## src/rtl/pc_fetch_pkg.sv

```systemverilog
// pc_fetch_pkg: FSM state type and default program-counter width shared by the fetch logic.
package pc_fetch_pkg;
    localparam int PC_W = 12;
    typedef enum logic [1:0] {IDLE, RUN, HALTED} state_t;
endpackage

```

## src/rtl/pc_fetch.sv

```systemverilog
// pc_fetch: program-counter sequencer with start/stall/branch/halt control and a saturating RUN-cycle counter.
module pc_fetch
    import pc_fetch_pkg::*;
#(
    parameter int D        = PC_W,
    parameter int START_PC = 0,
    parameter int CNT_W    = 16
) (
    input  logic             clk,
    input  logic             reset,
    input  logic             start,
    input  logic             stall,
    input  logic             branch_taken,
    input  logic [D-1:0]     target,
    input  logic             halt,
    output logic [D-1:0]     prog_counter,
    output logic             fetch_en,
    output logic             done,
    output logic [CNT_W-1:0] cycle_count
);
    state_t           state, state_n;
    logic [D-1:0]     pc_n;
    logic [CNT_W-1:0] cnt_n;
    logic [D-1:0]     branch_pc;

    // Offset is sign-extended one bit past D; truncation back to D gives the silent wrap.
    assign branch_pc = D'({1'b0, prog_counter} + {target[D-1], target});
    assign fetch_en  = state == RUN;
    assign done      = state == HALTED;

    always_ff @(posedge clk or posedge reset) begin
        if (reset) begin
            state        <= IDLE;
            prog_counter <= '0;
            cycle_count  <= '0;
        end else begin
            state        <= state_n;
            prog_counter <= pc_n;
            cycle_count  <= cnt_n;
        end
    end

    always_comb begin
        state_n = state;
        pc_n    = prog_counter;
        cnt_n   = cycle_count;
        if (state == IDLE && start) begin
            state_n = RUN;
            pc_n    = D'(START_PC);
            cnt_n   = '0;
        end else if (state == RUN) begin
            cnt_n = &cycle_count ? cycle_count : cycle_count + CNT_W'(1);
            if (!stall && halt)
                state_n = HALTED;
            else if (!stall)
                pc_n = branch_taken ? branch_pc : prog_counter + D'(1);
        end else if (state == HALTED) begin
            state_n = IDLE;
        end
    end
endmodule
```

## config.mk

```make
export PLATFORM = sky130hd
export DESIGN_NAME = pc_fetch
export DESIGN_NICKNAME = d
export VERILOG_FILES = /design/src/rtl/pc_fetch_pkg.sv /design/src/rtl/pc_fetch.sv
export SDC_FILE = /design/constraint.sdc
export NUM_CORES = 1
export LEC_CHECK = 0
export ABC_AREA = 1
export CORE_UTILIZATION = 35
export CTS_CLUSTER_SIZE = 8
export DETAILED_ROUTE_END_ITERATION = 8
export GPL_ROUTABILITY_DRIVEN = 0
export SYNTH_ARGS = -nofsm -noshare
export SYNTH_HDL_FRONTEND = slang
export SYNTH_SLANG_ARGS = --single-unit
```

## constraint.sdc

```tcl
create_clock -name clk -period 3.4 [get_ports clk]
set_input_delay 0.51 -clock clk [delete_from_list [all_inputs] [get_ports clk]]
set_output_delay 0.51 -clock clk [all_outputs]
set_load 0.03 [all_outputs]
```

==> reports/metrics.csv <==
stage;metric;value;unit
status;status;complete, no violations;
cells_and_area;nets;440;
placed_design;portBuffers;47;
route;num_vias;2305;
power_and_ir_drop;total_power;0.001562;W
global_route;grt_pass1_vias;2244;
setup_path;criticalPathCategory;in -> reg;
global_route;grt_pass1_wl;9915;um
global_route;antenna_found_initial;0;
power_and_ir_drop;comb_power_share;48.5;%
power_and_ir_drop;swShare;43.99;%
cts;htreeDepth;2;
yosys;synth_area;2327;sq um
setup_path;required;3580;ps
route;drc;0;
cts;post-cts-setup-buffers;0;
cts;cts_sinks;30;
min_path;hp-class;reg -> reg;
cts;cts_buffer_depth;2;
cts;clockRootBuffer;clkbuf_8;
flow_run;drv_cap;0;
route;drtPass1Iterations;4;
sta;rsz0062_at_grt;no;
setup_path;start_kind;input pin;
cts;clk_latency;290;ps
die;io_pins;48;
sta;max_slew_margin;71.08;%
setup_path;crit_buf_inv;1;
yosys;synth_seq_area_share;32.26;%
placed_design;dp_hpwl;4309;um
cts;cts_buffers;5;
sta;fmax;0.4452;GHz
die;die_h;83.54;um
die;fp.dieArea;6979;sq um
global_route;grt.total_usage;17.32;%
cells_and_area;final_common_cell;nand2_1;
setup_path;critPathMostFrequentCell;nand2_1;
power_and_ir_drop;seqPwrFrac;31.9;%
placed_design;pre_cts_ws;846.0;ps
sta;slew_violations;0;
yosys;synthTopCellsByArea;dfrtp_1 32%, nand2_1 22%, ha_1 8.1%;
global_route;grt_start_max_net_pins;31;
setup_path;critPathCaptureType;flop;
cts;clk_pin_slew_worst_paths;70;ps
sta;tns;0;ps
yosys;avgSynthCellArea;6.574;sq um
yosys;ys_warn_count;0;
cells_and_area;final_util;46.61;%
cells_and_area;num_antenna_cells;0;
sta;skew;9.000;ps
cells_and_area;final_cell_mix;135 x nand2_1, 47 x inv_1, 47 x clkdlybuf4s50_1;
sta;final.min_clock_period;2246;ps
cts;cts_tree;done;
setup_path;slowest_delay;580;ps
placed_design;dpl_cell_area;2885;sq um
route;avgRoutedWirePerCell;11.71;um
yosys;syn_nets;388;
cts;hold_buffers;0;
setup_path;slowest_stage;clkdlybuf4s50_1;
power_and_ir_drop;pwr-share-clk;19.7;%
yosys;synth_top_area_share;32.26;%
sta;report.final.setup_viol;0;
route;antenna_left;0;
cells_and_area;drive_above_1_share;4.423;%
route;avgViaCountPerCell;4.762;
sta;worst_slew_pin_slew;433.3;ps
power_and_ir_drop;p_switching;0.0006870;W
cells_and_area;final_cell_area;2977;sq um
cells_and_area;area_delta_synth_final;27.90;%
power_and_ir_drop;cellPowerDensity;524.7;nW/um^2
route;first_iter_violations;35;
die;core_area;6386;sq um
die;rows;29;
setup_path;cp_max_fo;6;
sta;fin_crit_sh;66.07;%
setup_path;path_cells;clkdlybuf4s50_1, nand2_1, ha_1, fa_1, nand3_1, nand3_1, nand2_1, nand2_1, o21ai_0, nand2_1;
power_and_ir_drop;power_leakage;1.494;nW
yosys;synth.ff_latch_count;30;
yosys;syn_inst;354;
global_route;grt_overflow;0;
sta;finalHoldViolCount;0;
setup_path;crit_family;adder cells;
sta;setup_ws;1154;ps
power_and_ir_drop;intPower;0.0008747;W
setup_path;cp.arrival;2430;ps
die;floorplan.initialDensity;36.44;%
power_and_ir_drop;vdd_drop_max;0.0003572;V
yosys;synth_cell_types;27;
cts;cts_resized;0;
yosys;synth_top_cell_by_area;dfrtp_1;
route;finalWirelength;5668;um
die;die_w;83.54;um
## synthesized netlist by cell type
master,n
nand3_2,1
dfrtp_1,30
nor2_1,28
nand4_1,8
clkinv_1,1
o21ai_2,1
and2_1,2
xor2_1,5
nand3_1,31
o21bai_1,3
nand2_1,135
clkbuf_1,3
buf_2,1
a22o_1,3
inv_2,2
xnor2_1,4
ha_1,15
or2_2,1
fa_1,1
o21ai_0,21
nor3_1,1
a21oi_1,5
nor2_4,1
inv_1,47
nor2_2,1
nand3b_1,1
buf_6,2
## worst register-to-register path: stages, from the launching register on
cell      delay (ps)
dfrtp_1          380
inv_1             70
ha_1             200
nand2_1           60
buf_4            200
clkinv_1         270
nor2_2           450
inv_2            120
a21oi_1          120
o21ai_0           90
nand2_1           60
## worst paths after layout
check / slack (ps) / end / startpoint / cells past startpoint
max: 1150 / prog_counter[6] / branch_taken / 10
min: 520 / prog_counter[11] / prog_counter[11] / 2
max reg2reg: 1340 / prog_counter[6] / state[0] / 10
min reg2reg: 520 / prog_counter[11] / prog_counter[11] / 2
max in group asynchronous: 2510 / cycle_count[13] / reset / 3
min in group asynchronous: 600 / prog_counter[6] / reset / 3
## metal layers
metal  wire length, um  vias to the layer above  track usage, %
li1                  -                     1215               -
met1              2474                     1039           19.90
met2              2904                       43           32.71
met3               219                        8           3.264
met4                70                        0           4.468
met5                 0                        -               0
## power groups by stage
stage	logic [W]	clock network (W)	registers [W]
6_report	0.000757	0.000307	0.000498
5_1_grt	0.000848	0.000331	0.000510
4_1_cts	0.000769	0.000311	0.000499
3_5_place_dp	0.000764	0	0.000504
3_3_place_gp	0.000754	0	0.000504
2_1_floorplan	0.000430	0	0.000599
## cell type report
| cell class | count | area, sq um |
|---|---|---|
| fillers | 691 | 3410 |
| multi-input cells | 268 | 1350 |
| flip-flops and latches | 30 | 750.7 |
| repair buffers | 51 | 500.5 |
| inverters | 50 | 187.7 |
| well taps | 77 | 96.34 |
| clock buffers | 7 | 86.33 |
| clock inverters | 1 | 5.005 |
## flip-flops by register name, indices dropped and copies added, names as in the netlist
| name | flops |
|---|---|
| cycle_count | 16 |
| prog_counter | 12 |
| state | 2 |
## cells by family after synthesis
group | Yosys count | synth area share, %
compound gates | 33 | 8.065
simple gates | 210 | 37.63
flops | 30 | 32.26
xor+xnor | 9 | 3.387
fa+ha+maj | 16 | 8.925
buf+inv | 56 | 9.731
## stage by stage
stage	instances	hold WS [ps]
floorplan	354	478.2
global placement	476	493.1
detailed placement	476	503.7
CTS	484	521.1
global route	484	541.1
finish	484	515.2
(Power assumes the default switching activity.)
